[src/rtl/tinycomp_io_pkg.sv]
// Shared constants for the TinyComp I/O controller: status word layout,
// default status address and channel limit.
package tinycomp_io_pkg;

  localparam logic [3:0] STATUS_ADDR_DEFAULT = 4'hF;

  localparam int NONEMPTY_LSB = 0;
  localparam int NOTFULL_LSB  = 8;
  localparam int OVF_LSB      = 16;
  localparam int UNF_LSB      = 24;

  localparam int MAX_NCH = 8;

endpackage

[src/rtl/tinycomp_io_fifo.sv]
// Register-array FIFO with a combinational head. A push while full and a pop
// while empty are both ignored; the head reads 0 when the FIFO is empty.
module tinycomp_io_fifo #(
  parameter int DEPTH = 4,
  parameter int WIDTH = 32
) (
  input  logic             clk,
  input  logic             rst_n,
  input  logic             push,
  input  logic [WIDTH-1:0] push_data,
  input  logic             pop,
  output logic [WIDTH-1:0] head,
  output logic             full,
  output logic             empty
);

  localparam int AW = $clog2(DEPTH);

  logic [AW:0]      wr_ptr;
  logic [AW:0]      rd_ptr;
  logic [WIDTH-1:0] mem [DEPTH];
  logic             do_push;
  logic             do_pop;

  // Pointers carry one extra wrap bit so full and empty are distinguishable.
  assign empty   = (wr_ptr == rd_ptr);
  assign full    = (wr_ptr[AW] != rd_ptr[AW]) && (wr_ptr[AW-1:0] == rd_ptr[AW-1:0]);
  assign do_push = push && !full;
  assign do_pop  = pop && !empty;
  assign head    = empty ? '0 : mem[rd_ptr[AW-1:0]];

  always_ff @(posedge clk or negedge rst_n) begin
    if (!rst_n) begin
      wr_ptr <= '0;
      rd_ptr <= '0;
    end else begin
      if (do_push) wr_ptr <= wr_ptr + (AW+1)'(1);
      if (do_pop)  rd_ptr <= rd_ptr + (AW+1)'(1);
    end
  end

  always_ff @(posedge clk) begin
    if (do_push) mem[wr_ptr[AW-1:0]] <= push_data;
  end

endmodule

[src/rtl/tinycomp_io_ctrl.sv]
// I/O controller between the TinyComp core I/O port and NCH streaming
// peripherals: address decode, read mux, sticky error flags, per-channel FIFOs.
module tinycomp_io_ctrl
  import tinycomp_io_pkg::*;
#(
  parameter int         NCH         = 2,
  parameter int         DEPTH       = 4,
  parameter logic [3:0] STATUS_ADDR = STATUS_ADDR_DEFAULT
) (
  input  logic              Ph0,
  input  logic              Reset_n,
  input  logic [31:0]       IOaddr,
  input  logic              InStrobe,
  output logic [31:0]       InData,
  output logic              InRdy,
  input  logic              OutStrobe,
  input  logic [31:0]       OutData,
  input  logic [NCH*32-1:0] PerInData,
  input  logic [NCH-1:0]    PerInValid,
  output logic [NCH-1:0]    PerInReady,
  output logic [NCH*32-1:0] PerOutData,
  output logic [NCH-1:0]    PerOutValid,
  input  logic [NCH-1:0]    PerOutReady
);

  logic [3:0]            sel;
  logic                  unused_addr_hi;
  logic                  is_stat;
  logic                  status_clr;
  logic [NCH-1:0]        chan_hit;
  logic [NCH-1:0]        in_pop;
  logic [NCH-1:0]        out_push;
  logic [NCH-1:0]        in_empty;
  logic [NCH-1:0]        in_full;
  logic [NCH-1:0]        out_empty;
  logic [NCH-1:0]        out_full;
  logic [NCH-1:0]        ovf_set;
  logic [NCH-1:0]        unf_set;
  logic [NCH-1:0]        ovf;
  logic [NCH-1:0]        unf;
  logic [NCH-1:0][31:0]  in_head;
  logic [31:0]           status;

  assign sel            = IOaddr[3:0];
  assign unused_addr_hi = ^IOaddr[31:4];

  always_comb begin
    chan_hit = '0;
    for (int c = 0; c < NCH; c++) chan_hit[c] = (sel == 4'(c));
  end

  assign is_stat    = (sel == STATUS_ADDR) && (chan_hit == '0);
  assign status_clr = InStrobe && is_stat;
  assign in_pop     = {NCH{InStrobe}} & chan_hit;
  assign out_push   = {NCH{OutStrobe}} & chan_hit;
  assign unf_set    = in_pop & in_empty;
  assign ovf_set    = out_push & out_full;

  // A status read clears the sticky flags, but a set in the same cycle wins.
  always_ff @(posedge Ph0 or negedge Reset_n) begin
    if (!Reset_n) begin
      ovf <= '0;
      unf <= '0;
    end else begin
      ovf <= (ovf & ~{NCH{status_clr}}) | ovf_set;
      unf <= (unf & ~{NCH{status_clr}}) | unf_set;
    end
  end

  always_comb begin
    status = '0;
    status[NONEMPTY_LSB +: NCH] = ~in_empty;
    status[NOTFULL_LSB  +: NCH] = ~out_full;
    status[OVF_LSB      +: NCH] = ovf;
    status[UNF_LSB      +: NCH] = unf;
  end

  always_comb begin
    InData = '0;
    InRdy  = 1'b0;
    if (is_stat) begin
      InData = status;
      InRdy  = 1'b1;
    end
    for (int c = 0; c < NCH; c++) begin
      if (chan_hit[c]) begin
        InData = in_head[c];
        InRdy  = !in_empty[c];
      end
    end
  end

  for (genvar c = 0; c < NCH; c++) begin : g_chan
    tinycomp_io_fifo #(.DEPTH(DEPTH), .WIDTH(32)) u_in_fifo (
      .clk       (Ph0),
      .rst_n     (Reset_n),
      .push      (PerInValid[c]),
      .push_data (PerInData[32*c +: 32]),
      .pop       (in_pop[c]),
      .head      (in_head[c]),
      .full      (in_full[c]),
      .empty     (in_empty[c])
    );

    tinycomp_io_fifo #(.DEPTH(DEPTH), .WIDTH(32)) u_out_fifo (
      .clk       (Ph0),
      .rst_n     (Reset_n),
      .push      (out_push[c]),
      .push_data (OutData),
      .pop       (PerOutReady[c]),
      .head      (PerOutData[32*c +: 32]),
      .full      (out_full[c]),
      .empty     (out_empty[c])
    );

    assign PerInReady[c]  = !in_full[c];
    assign PerOutValid[c] = !out_empty[c];
  end

endmodule

[config.mk]
export PLATFORM = sky130hd
export DESIGN_NAME = tinycomp_io_ctrl
export DESIGN_NICKNAME = d
export VERILOG_FILES = /design/src/rtl/tinycomp_io_pkg.sv /design/src/rtl/tinycomp_io_fifo.sv /design/src/rtl/tinycomp_io_ctrl.sv
export SDC_FILE = /design/constraint.sdc
export NUM_CORES = 1
export LEC_CHECK = 0
export ABC_AREA = 1
export CORE_ASPECT_RATIO = 0.7
export CORE_MARGIN = 4
export CORE_UTILIZATION = 27
export DETAILED_ROUTE_END_ITERATION = 10
export PLACE_DENSITY_LB_ADDON = 0.08
export SYNTH_ARGS = -nofsm -noshare
export SYNTH_HDL_FRONTEND = slang
export SYNTH_SLANG_ARGS = --single-unit
[constraint.sdc]
create_clock -name Ph0 -period 4 [get_ports Ph0]
set_input_delay 0.8 -clock Ph0 [delete_from_list [all_inputs] [get_ports Ph0]]
set_output_delay 0.8 -clock Ph0 [all_outputs]
set_load 0.005 [all_outputs]
* After elaboration in Yosys (flattened, before gate mapping)
Memories as Yosys holds them, arrays and structs flattened.
Index checks and enable logic that the tools add are counted.
** Storage, ports and cells
- Flip-flop bits (word level) :: 28
- Bits in latches :: 0
- Memory bits (writable) :: 512
- ROM bits :: 0
- Input port bits :: 136
- Word-level logic and storage cells :: 89
- Memories :: 4
** Operators by class
- Add/sub/neg operators :: 8
- $mul :: 0
- Div/mod/pow operators :: 0
- Order comparisons :: 0
- Equal/unequal tests :: 14
- Shift-type cells :: 0
- Multiplexer cells :: 18
- Bitwise logic cells :: 11
- Reductions and logical operators :: 24
** Memories
- g_chan[0].u_in_fifo.mem :: depth 4, width 32, rd ports 1, clocked after Yosys merged registers in 0, write ports 1, RTL line tinycomp_io_fifo.sv:21 : logic [WIDTH-1:0] mem [DEPTH];
- g_chan[0].u_out_fifo.mem :: depth 4, width 32, rd ports 1, clocked after Yosys merged registers in 0, write ports 1, RTL line tinycomp_io_fifo.sv:21
- g_chan[1].u_in_fifo.mem :: depth 4, width 32, rd ports 1, clocked after Yosys merged registers in 0, write ports 1, RTL line tinycomp_io_fifo.sv:21
- g_chan[1].u_out_fifo.mem :: depth 4, width 32, rd ports 1, clocked after Yosys merged registers in 0, write ports 1, RTL line tinycomp_io_fifo.sv:21
** Operators by type and width (count)
- $mux W32 :: 6
- $mux W26 :: 1
- $add A3 B1 Y3 const B :: 8
- $logic_and A1 B1 Y1 :: 14
- $and A2 B2 Y2 :: 6
- $eq A3 B3 Y1 :: 4
- $mux W1 :: 11
- $eq A2 B2 Y1 :: 4
- $logic_not A1 Y1 :: 8
- $not A2 Y2 :: 3
- $eq A4 B1 Y1 const B :: 1
- $eq A4 B4 Y1 const B :: 1
- $logic_not A4 Y1 :: 1
- $ne A1 B1 Y1 :: 4
- $or A2 B2 Y2 :: 2
- $logic_not A2 Y1 :: 1

* Depth between registers and ports, before layout
Gate-level depths: netlist (run 1).
- Depth in word-level cells :: 7
- Gate-level depth with buffers :: 10
- Mapped depth without buffers :: 8

* Modules after synthesis
From an unflattened synthesis (run 1), not the netlist that was laid out.
** Second synthesis, totals
- Cells, all modules :: 2048
- Area, all modules :: 23044.6 sq um
** Modules (own cells, without submodules)
- tinycomp_io_fifo :: times used 4, cells each 472, area an instance 5549.1 sq um, seq. area each 3993.8 sq um
- tinycomp_io_ctrl :: times used 1, cells each 160, area an instance 848.3 sq um, seq. area each 100.1 sq um

* Worst setup path before layout (run 1)
Ideal clock, no wire load.
- Path type :: input-to-reg
- Start :: input port IOaddr[2]
- End :: memory g_chan[0].u_out_fifo.mem[0][0] (enable)
- Setup time :: 0.421 ns
- Data arrival time :: 2.728 ns
- Required time :: 3.579 ns
- Slack :: 0.851 ns
- Stages on the path :: 5
- Buffers on the path :: 0
- Path through :: inv_2 nand2_2 nor3_2 nand2_2 nor2_1
** On the way
- Cells in the longest elaborated chain, start to end :: 5
** Ends and longest elaborated chain
- start, declared :: RTL line tinycomp_io_ctrl.sv:12 : input logic [31:0] IOaddr,
- $logic_not A4 Y1 :: RTL line tinycomp_io_ctrl.sv:49 : for (int c = 0; c < NCH; c++) chan_hit[c] = (sel == 4'(c));
- $and A2 B2 Y2 :: RTL line tinycomp_io_ctrl.sv:55 : assign out_push = {NCH{OutStrobe}} & chan_hit;
- $logic_and A1 B1 Y1 :: RTL line tinycomp_io_fifo.sv:28 : assign do_push = push && !full;
- $mux W1 :: RTL line tinycomp_io_fifo.sv:43 : if (do_push) mem[wr_ptr[AW-1:0]] <= push_data;
- $mux W1 (implied by the code) :: RTL line tinycomp_io_fifo.sv:43
- end, declared :: RTL line tinycomp_io_fifo.sv:21
Every way passes these cells.

* Final worst setup path (run 1)
- Start :: register g_chan[0].u_in_fifo.rd_ptr[1]
- End :: output port InData[12]
** On the way
- Cells in the longest elaborated chain, start to end :: 4
- Elaborated cells on any way between the ends :: 5
** Ends and longest elaborated chain
- start, declared :: RTL line tinycomp_io_fifo.sv:20 : logic [AW:0] rd_ptr;
- start signal, assigned :: RTL line tinycomp_io_fifo.sv:38 : if (do_pop) rd_ptr <= rd_ptr + (AW+1)'(1);
- $mem_v2 Z4 W32 / $eq A3 B3 Y1 (equally long branches)
- $mux W32 (*) :: RTL line tinycomp_io_fifo.sv:30 : assign head = empty ? '0 : mem[rd_ptr[AW-1:0]];
- $mux W32 (*) (2 in a row) :: RTL line tinycomp_io_ctrl.sv:86 : if (chan_hit[c]) begin
- end, declared :: RTL line tinycomp_io_ctrl.sv:14 : output logic [31:0] InData,
Mark *: on every way between the ends. The rest lies on a longest branch, timed or not.

==> impl_metrics.csv, run 1 <==
group,metric,value,unit
clocking,hold_buffers,0,
clocking,insertion_delay,0.62,ns
worst_setup_path,cp_cell_sequence,"buf_4 -> o21ai_0 -> o21ai_0 -> nand2_1 -> nand2_1 -> clkdlybuf4s50_1",
clocking,cts_buffer_depth,3,
timing,max_freq,266,MHz
timing,fin_crit_sh,0.940,
worst_setup_path,r2r_end,"g_chan[1].u_in_fifo.mem[2][11]$_DFFE_PP_",
detailed_routing,dr.first_iter.drc_count,881,
worst_setup_path,crit_path_start_kind,"flop",
finish,final_cell_mix,"512 x edfxtp_1, 312 x nor2_1, 305 x nand2_1",
timing,fin_skew,0.0242,ns
floorplan,core_area,82200,um2
detailed_routing,via_per_inst,4.45,
floorplan,rows,88,
floorplan,start_util,0.272,
outcome,outcome,"complete, no violations",
global_routing,grt_pass1_vias,14100,
finish,seqCellArea,16100,um2
flow_run,maxCapViolations,0,
floorplan,dieArea,87600,um2
floorplan,die_x,352,um
logic_synthesis,ys_seq_area_frac,0.718,
worst_setup_path,worstPathMaxFanout,56,
worst_setup_path,crit_slowest_cell,"o21ai_0",
floorplan,pin_count,237,
worst_setup_path,crit_path_end,"InData[12]",
logic_synthesis,synth_cells,1919,
detailed_routing,drt_wl_total,64.8,mm
timing,finalSetupViolations,0,
clocking,root_buffer,"clkbuf_16",
detailed_routing,post_drt_wl_per_cell,19.9,um
detailed_routing,drtAntennaViolNets,0,
logic_synthesis,synth_area,22400,um2
finish,nets,2292,
worst_setup_path,arrival,2.96,ns
timing,final_max_slew_viol_count,0,
detailed_routing,dr.pass1.iters,5,
global_routing,antenna_found_initial,2,
logic_synthesis,ys.warnings.count,0,
timing,rsz0062_at_grt,"no",
finish,final_cells,3262,
timing,final.setup.tns,0,ns
clocking,cts_tree,"built",
timing,final_hold_viol_count,0,
finish,final_common_cell,"edfxtp_1",
placement,gp_congestion,0.750,
finish,fill_cells,8135,
placement,hpwl,39.2,mm
finish,synthToLayoutAreaGrowth,23.5,%
global_routing,grt_overflow,0,
worst_setup_path,critPathMaxStageDelay,0.54,ns
worst_setup_path,startpoint,"g_chan[0].u_in_fifo.rd_ptr[1]$_DFFE_PN0P_",
logic_synthesis,ys_ff_latch,540,
worst_setup_path,timing.rr.start,"g_chan[1].u_in_fifo.rd_ptr[0]$_DFFE_PN0P_",
logic_synthesis,synth_nets,2075,
clocking,cts_num_sinks,540,
worst_setup_path,rr_worst_depth,7,
global_routing,grt.total_usage,0.145,
pwr,p_leak,10.1,nW
worst_setup_path,critPathKind,"flop to output pin",
pwr,p_per_area,727,nW/um2
placement,port_buffers,208,
worst_setup_path,critPathCaptureType,"output pin",
worst_setup_path,r2r_setup_slack,1.63,ns
pwr,ir_worst_vdd,0.367,mV
logic_synthesis,synth.distinct_cells,27,
clocking,numCtsBuffers,56,
global_routing,grt_pass1_wl,95.9,mm
timing,tightest_slew,0.867,ns
logic_synthesis,syn_area_per_cell,11.7,um2
finish,drive_gt1_frac,0.0807,
hold_path,min_path_type,"primary input to asynchronous set/reset pin",
clocking,clk_pin_slew,0.06,ns
timing,finalCriticalPeriod,3.76,ns
worst_setup_path,worstPathRequired,3.20,ns
clocking,h-tree-depth,2,
placement,numPlacedInstances,3158,
finish,final_core_utilization,0.336,
detailed_routing,drc,0,
timing,slew_headroom,0.422,
global_routing,grt_max_degree,68,
finish,multi_input_area,5240,um2
floorplan,die_h,249,um
detailed_routing,vias,14500,
-- report_power, final --
part	switching (mW)	internal, mW	leakage [nW]
combinational	4.99	2.89	4.31
clock	2.19	2.79	0.831
sequential	0.297	6.94	5.00
total	7.48	12.6	10.1
-- how the worst min path moves through the flow --
| stage | from | to | slack, ns | cells past startpoint |
|---|---|---|---|---|
| 2_1_floorplan | ovf[0]$_DFF_PN0_ | ovf[0]$_DFF_PN0_ | 0.46 | 2 |
| 3_3_place_gp | ovf[1]$_DFF_PN0_ | ovf[1]$_DFF_PN0_ | 0.48 | 2 |
| 3_5_place_dp | ovf[0]$_DFF_PN0_ | ovf[0]$_DFF_PN0_ | 0.49 | 2 |
| 4_1_cts | Reset_n | g_chan[1].u_in_fifo.wr_ptr[2]$_DFFE_PN0P_ | 0.24 | 1 |
| 5_1_grt | Reset_n | g_chan[1].u_out_fifo.rd_ptr[0]$_DFFE_PN0P_ | 0.27 | 1 |
| 6_report | Reset_n | g_chan[1].u_in_fifo.wr_ptr[1]$_DFFE_PN0P_ | 0.26 | 1 |
-- sequential cells by signal (all words and copies together) (netlist names) --
register,count
unf,2
g_chan.u_out_fifo.rd_ptr,6
g_chan.u_in_fifo.rd_ptr,6
g_chan.u_out_fifo.wr_ptr,6
g_chan.u_in_fifo.wr_ptr,6
g_chan.u_in_fifo.mem,256
g_chan.u_out_fifo.mem,256
ovf,2
-- per-layer routing --
metal,global-route usage,share of wire,vias to the layer above
met2,0.214,0.43,224
met3,0.0262,0.043,69
met5,0,0.00042,-
met1,0.222,0.51,7212
met4,0.0298,0.014,4
li1,-,-,6996
-- final cells by class --
cell class,count,area share
clock buffer,78,0.0555
antenna,1,0.0000905
sequential,540,0.582
inverter,171,0.0232
clock inverter,25,0.00625
timing repair buffer,258,0.0947
multi-input combinational,1109,0.190
tap,1080,0.0489
-- through the flow --
stage | cell area [um2] | total power, mW | hold WS (ns) | worst slack [ns]
after floorplan | 22400 | 11.4 | 0.459 | 0.851
after global placement | 25900 | 15.4 | 0.481 | 0.220
after detailed placement | 25900 | 15.4 | 0.487 | 0.248
after CTS | 27600 | 20.5 | 0.238 | 0.0469
after global routing | 27600 | 21.6 | 0.271 | 0.00172
final | 27600 | 20.1 | 0.260 | 0.238
-- kinds of logic (layout without fill, tap and decap cells) --
group           Yosys count  count (layout)  synth area share
simple gates            733             733             0.134
fa+ha+maj                20              20            0.0112
other cells               0               1                 0
compound gates          340             340            0.0774
buf+inv                 270             532            0.0515
xor+xnor                 16              16           0.00794
flops                   540             540             0.718
-- cells in the mapped netlist, drive strengths merged --
cell type,count,area share
edfxtp,512,0.69
nor2,328,0.055
o21ai,316,0.071
nand2,309,0.052
inv,171,0.029
nand3,82,0.020
buf,66,0.017
clkbuf,33,0.0055
dfrtp,28,0.031
o22ai,24,0.0067
ha,20,0.011
xor2,10,0.0039
nand4,6,0.0017
xnor2,6,0.0040
nor3,5,0.0028
nand3b,3,0.0016
-- critical path: cells and delay by family (launching register included) --
family,cells,cell delay (ns)
simple gates,2,0.20
buf+inv,2,1.03
compound gates,2,0.70
flops,1,0.37
-- timing repair --
| item | CTS | global route |
|---|---|---|
| endpoints found under the setup margin | 0 | 28 |
| gates resized for setup | 0 | 1 |
| buffers inserted | 0 | 0 |
| hold endpoints to repair | 0 | 0 |
(Power assumes the default switching activity.)
==> inputs of run 2 (changes only) <==
--- a/config.mk
+++ b/config.mk
@@ -6,8 +6,8 @@
 export NUM_CORES = 1
 export LEC_CHECK = 0
 export ABC_AREA = 1
+export ABC_CLOCK_PERIOD_IN_PS = 4000
 export CORE_ASPECT_RATIO = 0.7
-export CORE_MARGIN = 4
 export CORE_UTILIZATION = 27
 export DETAILED_ROUTE_END_ITERATION = 10
 export PLACE_DENSITY_LB_ADDON = 0.08
==> run 2 against run 1 <==
Final area grew 0.26%. Total power grew 0.47%. Sequential power about the same. Die area is 4.1% lower. Final cell count is 0.37% lower. Global-route usage increased by 0.39 points. Sequential share of layout area fell by 0.14 points. Critical endpoint is now InData[6]. Critical path type unchanged.
==> impl_metrics.csv, run 2 (synthesized netlist as in run 1, its figures left out) <==
group,metric,value,unit
detailed_routing,post_drt_wl_per_cell,19.4,um
finish,nets,2294,
worst_setup_path,cp_cell_sequence,"inv_2 -> buf_4 -> o21ai_0 -> o22ai_1 -> nand2_1 -> nand2_1 -> clkdlybuf4s50_1",
pwr,p_per_area,729,nW/um2
clocking,h-tree-depth,2,
detailed_routing,drc,0,
finish,synthToLayoutAreaGrowth,23.8,%
worst_setup_path,critPathTopFamily,"buffers and inverters",
timing,slew_headroom,0.449,
clocking,cts_tree,"built",
placement,hpwl,38.8,mm
worst_setup_path,crit_top_cell,"nand2_1",
global_routing,busiest_layer,"met1",
worst_setup_path,crit_slowest_cell,"dfrtp_2",
timing,worst_slack,0.250,ns
pwr,p_leak,10.2,nW
placement,gp_congestion,0.782,
pwr,ir_worst_vdd,0.332,mV
worst_setup_path,critPathKind,"flop to output pin",
finish,multi_input_area,5260,um2
floorplan,rows,87,
flow_run,maxCapViolations,0,
clocking,numCtsBuffers,57,
floorplan,core_area,81300,um2
worst_setup_path,worstPathRequired,3.20,ns
clocking,insertion_delay,0.62,ns
placement,port_buffers,208,
timing,final_hold_viol_count,0,
timing,finalCriticalPeriod,3.75,ns
detailed_routing,drt_wl_total,63.0,mm
global_routing,antenna_found_initial,4,
timing,fin_skew,0.0253,ns
finish,insertedDiodeCount,0,
timing,max_freq,267,MHz
finish,drive_gt1_frac,0.0825,
worst_setup_path,crit_path_start_kind,"flop",
timing,final_max_slew_viol_count,0,
finish,seqCellArea,16100,um2
finish,fill_cells,7982,
worst_setup_path,crit_buf_inv,3,
detailed_routing,drtAntennaViolNets,0,
worst_setup_path,arrival,2.95,ns
global_routing,grt_pass1_vias,14100,
clocking,cts_buffer_depth,3,
floorplan,pin_count,237,
global_routing,grt.met2_usage,0.215,
detailed_routing,via_per_inst,4.41,
floorplan,die_h,243,um
timing,rsz0062_at_grt,"no",
detailed_routing,dr.pass1.iters,5,
clocking,clk_pin_slew,0.07,ns
clocking,cts_num_sinks,540,
timing,tightest_slew,0.826,ns
floorplan,dieArea,84100,um2
global_routing,grt_max_degree,67,
floorplan,start_util,0.275,
timing,fin_crit_sh,0.937,
clocking,root_buffer,"clkbuf_16",
detailed_routing,dr.first_iter.drc_count,986,
worst_setup_path,critPathMaxStageDelay,0.51,ns
finish,final_cell_mix,"512 x edfxtp_1, 312 x nor2_1, 305 x nand2_1",
global_routing,grt_use_met1,0.227,
timing,final.setup.tns,0,ns
placement,place_ws,0.276,ns
hold_path,min_path_type,"primary input to asynchronous set/reset pin",
global_routing,grt_overflow,0,
outcome,outcome,"complete, no violations",
finish,final_common_cell,"edfxtp_1",
floorplan,die_x,346,um
global_routing,gr-usage-met3,0.0288,
detailed_routing,vias,14300,
worst_setup_path,critPathCaptureType,"output pin",
timing,finalSetupViolations,0,
worst_setup_path,worstPathMaxFanout,32,
global_routing,grt_pass1_wl,93.4,mm
global_routing,grt.total_usage,0.149,
## run 2: power breakdown
group | internal (mW) | leakage (nW) | switching, mW
logic | 2.90 | 4.32 | 4.91
clock network | 2.94 | 0.859 | 2.19
registers | 6.94 | 5.00 | 0.322
total | 12.8 | 10.2 | 7.42
## run 2: path summary, 6_finish.rpt
kind	from	slack, ns	endpoint	cells after the start
max	g_chan[1].u_in_fifo.rd_ptr[1]$_DFFE_PN0P_	0.25	InData[6]	7
min	Reset_n	0.29	g_chan[0].u_out_fifo.wr_ptr[2]$_DFFE_PN0P_	1
max reg2reg	g_chan[0].u_in_fifo.rd_ptr[0]$_DFFE_PN0P_	1.66	g_chan[0].u_in_fifo.mem[2][26]$_DFFE_PP_	7
min reg2reg	ovf[1]$_DFF_PN0_	0.50	ovf[1]$_DFF_PN0_	2
max in group asynchronous	Reset_n	3.13	g_chan[0].u_in_fifo.rd_ptr[0]$_DFFE_PN0P_	1
min in group Ph0	ovf[1]$_DFF_PN0_	0.50	ovf[1]$_DFF_PN0_	2
## run 2: cell type report
cell class	count	share of cell area
Tap cell	1068	0.0482
Timing Repair Buffer	259	0.0946
Multi-Input combinational cell	1109	0.190
Sequential cell	540	0.580
Inverter	171	0.0233
Clock inverter	29	0.00862
Clock buffer	74	0.0553
## run 2: what timing repair did
action	4_1_cts	5_1_grt
hold buffers	0	0
setup endpoints to repair	0	20
resized for setup	0	8
buffers inserted	0	0
## run 2: per-stage QoR
step	instances	instance area, um2	util	hold WS (ns)	total power [mW]
after floorplan	1919	22400	-	0.459	11.4
after global placement	3147	25900	0.319	0.485	15.4
after detailed placement	3147	25900	0.319	0.488	15.4
after CTS	3250	27700	0.341	0.266	20.6
after global routing	3250	27700	0.341	0.306	21.6
final	3250	27700	0.341	0.288	20.2
## run 2: per-layer routing
metal	up-vias	routed length, um
met3	81	2880
met2	218	26600
met1	7029	32300
met4	2	1190
li1	6994	-
met5	-	12
==> inputs of run 3 (changes only) <==
--- a/config.mk
+++ b/config.mk
@@ -9,6 +9,7 @@
 export ABC_CLOCK_PERIOD_IN_PS = 4000
 export CORE_ASPECT_RATIO = 0.7
 export CORE_UTILIZATION = 27
+export CTS_CLUSTER_SIZE = 8
 export DETAILED_ROUTE_END_ITERATION = 10
 export PLACE_DENSITY_LB_ADDON = 0.08
 export SYNTH_ARGS = -nofsm -noshare
==> run 3 against run 2 <==
Core utilization increased by 0.42 points. Non-clock buffer count unchanged. Hold slack improved by 0.021 ns. Die area unchanged. Via count increased by 0.91%. Worst setup slack got worse by 0.018 ns. Critical path depth unchanged. Sequential power about the same.
==> impl_metrics.csv, run 3 (synthesized netlist as in run 1, its figures left out) <==
group,metric,value,unit
finish,drive_gt1_frac,0.0852,
worst_setup_path,r2r_end,"g_chan[0].u_in_fifo.mem[2][26]$_DFFE_PP_",
floorplan,dieArea,84100,um2
timing,slew_headroom,0.452,
placement,gp_congestion,0.782,
pwr,seqPwrFrac,0.348,
timing,worst_slack,0.232,ns
detailed_routing,drtAntennaViolNets,0,
floorplan,start_util,0.275,
worst_setup_path,cp_cell_sequence,"inv_2 -> buf_4 -> o21ai_0 -> o22ai_1 -> nand2_1 -> nand2_1 -> clkdlybuf4s50_1",
timing,fin_crit_sh,0.942,
global_routing,grt.total_usage,0.151,
timing,max_freq,265,MHz
detailed_routing,drt_wl_total,63.3,mm
clocking,root_buffer,"clkbuf_16",
worst_setup_path,critPathKind,"flop to output pin",
finish,insertedDiodeCount,0,
finish,final_common_cell,"edfxtp_1",
pwr,p_int,13.4,mW
worst_setup_path,r2r_setup_slack,1.66,ns
worst_setup_path,timing.rr.start,"g_chan[0].u_in_fifo.rd_ptr[0]$_DFFE_PN0P_",
placement,place_ws,0.276,ns
timing,rsz0062_at_grt,"no",
placement,hpwl,38.8,mm
timing,final_hold_viol_count,0,
pwr,comb_power_share,0.372,
detailed_routing,dr.pass1.iters,5,
clocking,cts_tree,"built",
clocking,clk_pin_slew,0.05,ns
outcome,outcome,"complete, no violations",
flow_run,maxCapViolations,0,
detailed_routing,vias,14500,
worst_setup_path,rr_worst_depth,7,
worst_setup_path,crit_top_cell,"nand2_1",
pwr,p_total,20.9,mW
finish,final_cell_mix,"512 x edfxtp_1, 312 x nor2_1, 305 x nand2_1",
worst_setup_path,worstPathMaxFanout,32,
placement,port_buffers,208,
floorplan,die_x,346,um
finish,final_core_utilization,0.345,
worst_setup_path,arrival,2.97,ns
worst_setup_path,crit_slowest_cell,"o22ai_1",
clocking,h-tree-depth,3,
timing,final_max_slew_viol_count,0,
global_routing,grt_pass1_wl,94.1,mm
floorplan,rows,87,
finish,synthToLayoutAreaGrowth,25.4,%
clocking,cts_buffer_depth,3,
pwr,power.share.switching,0.359,
pwr,p_per_area,746,nW/um2
worst_setup_path,critPathCaptureType,"output pin",
worst_setup_path,critPathMaxStageDelay,0.55,ns
pwr,switchingPower,7.51,mW
detailed_routing,via_per_inst,4.43,
detailed_routing,post_drt_wl_per_cell,19.4,um
timing,finalSetupViolations,0,
clocking,cts_num_sinks,540,
pwr,ir_worst_vdd,0.304,mV
worst_setup_path,worstPathRequired,3.20,ns
timing,tightest_slew,0.822,ns
clocking,hold_buffers,0,
global_routing,antenna_found_initial,3,
detailed_routing,drc,0,
floorplan,die_h,243,um
global_routing,grt_max_degree,67,
clocking,numCtsBuffers,77,
global_routing,grt_overflow,0,
finish,nets,2314,
timing,final.setup.tns,0,ns
detailed_routing,dr.first_iter.drc_count,920,
clocking,cts_setup_buffers,0,
pwr,clkPwrFrac,0.280,
timing,fin_skew,0.0184,ns
timing,finalCriticalPeriod,3.77,ns
clocking,insertion_delay,0.59,ns
floorplan,core_area,81300,um2
global_routing,grt_pass1_vias,14200,
pwr,p_leak,10.3,nW
floorplan,pin_count,237,
worst_setup_path,crit_path_start_kind,"flop",
hold_path,min_path_type,"primary input to asynchronous set/reset pin",
-- run 3: changes by cell type in the layout (fill, tap and decap cells not counted), moves of 2 or more --
cell and change:
clkinv_1 -15, bufinv_16 -4, inv_4 -2, clkbuf_1 +21, clkinv_2 -4, clkbuf_16 +20
-- run 3: worst max path at each step --
stage / start / to / slack (ns) / cells past startpoint
4_1_cts: g_chan[1].u_in_fifo.rd_ptr[1]$_DFFE_PN0P_ / InData[11] / 0.10 / 7
6_report: g_chan[1].u_in_fifo.rd_ptr[1]$_DFFE_PN0P_ / InData[11] / 0.23 / 7
3_3_place_gp: IOaddr[0] / InData[29] / 0.31 / 8
2_1_floorplan: IOaddr[2] / g_chan[0].u_out_fifo.mem[0][0]$_DFFE_PP_ / 0.85 / 5
5_1_grt: g_chan[0].u_in_fifo.rd_ptr[0]$_DFFE_PN0P_ / InData[30] / 0.008 / 9
3_5_place_dp: IOaddr[0] / InData[28] / 0.28 / 8
-- run 3: power groups by stage --
stage | clock, mW | sequential, mW | combinational [mW]
global placement | 0 | 7.38 | 7.98
detailed placement | 0 | 7.39 | 7.96
floorplan | 0 | 7.28 | 4.11
CTS | 6.08 | 7.29 | 8.00
global route | 6.30 | 7.36 | 8.70
finish | 5.87 | 7.28 | 7.79
-- run 3: through the flow --
step | cell area [um2] | hold WS [ns] | std cells
after floorplan | 22400 | 0.459 | 1919
after global placement | 25900 | 0.485 | 3147
after detailed placement | 25900 | 0.488 | 3147
after CTS | 28000 | 0.290 | 3264
after global routing | 28100 | 0.329 | 3264
final | 28100 | 0.309 | 3264
-- run 3: layout make-up --
type	count	area (um2)
clock buffer	115	2110
clock inverter	2	12.5
fill	7977	53300
inverter	171	643
multi-input combinational	1109	5250
sequential	540	16100
tap	1068	1340
timing repair buffer	259	2620
-- run 3: worst max-delay path: cells and delay by family, from the launching register on --
family	cells	cell delay (ns)
compound gates	2	0.70
simple gates	2	0.19
buf+inv	3	0.95
flops	1	0.51
-- run 3: repair_timing --
action | CTS | global route
gates resized for setup | 0 | 4
endpoints found under the setup margin | 0 | 7
endpoints found under the hold margin | 0 | 0
-- run 3: per-layer routing --
metal / vias up / wire, um / GRT usage
li1: 7031 / - / -
met1: 7092 / 32500 / 0.228
met2: 247 / 26800 / 0.216
met3: 82 / 2880 / 0.0316
met4: 2 / 1170 / 0.0401
met5: - / 12 / 0
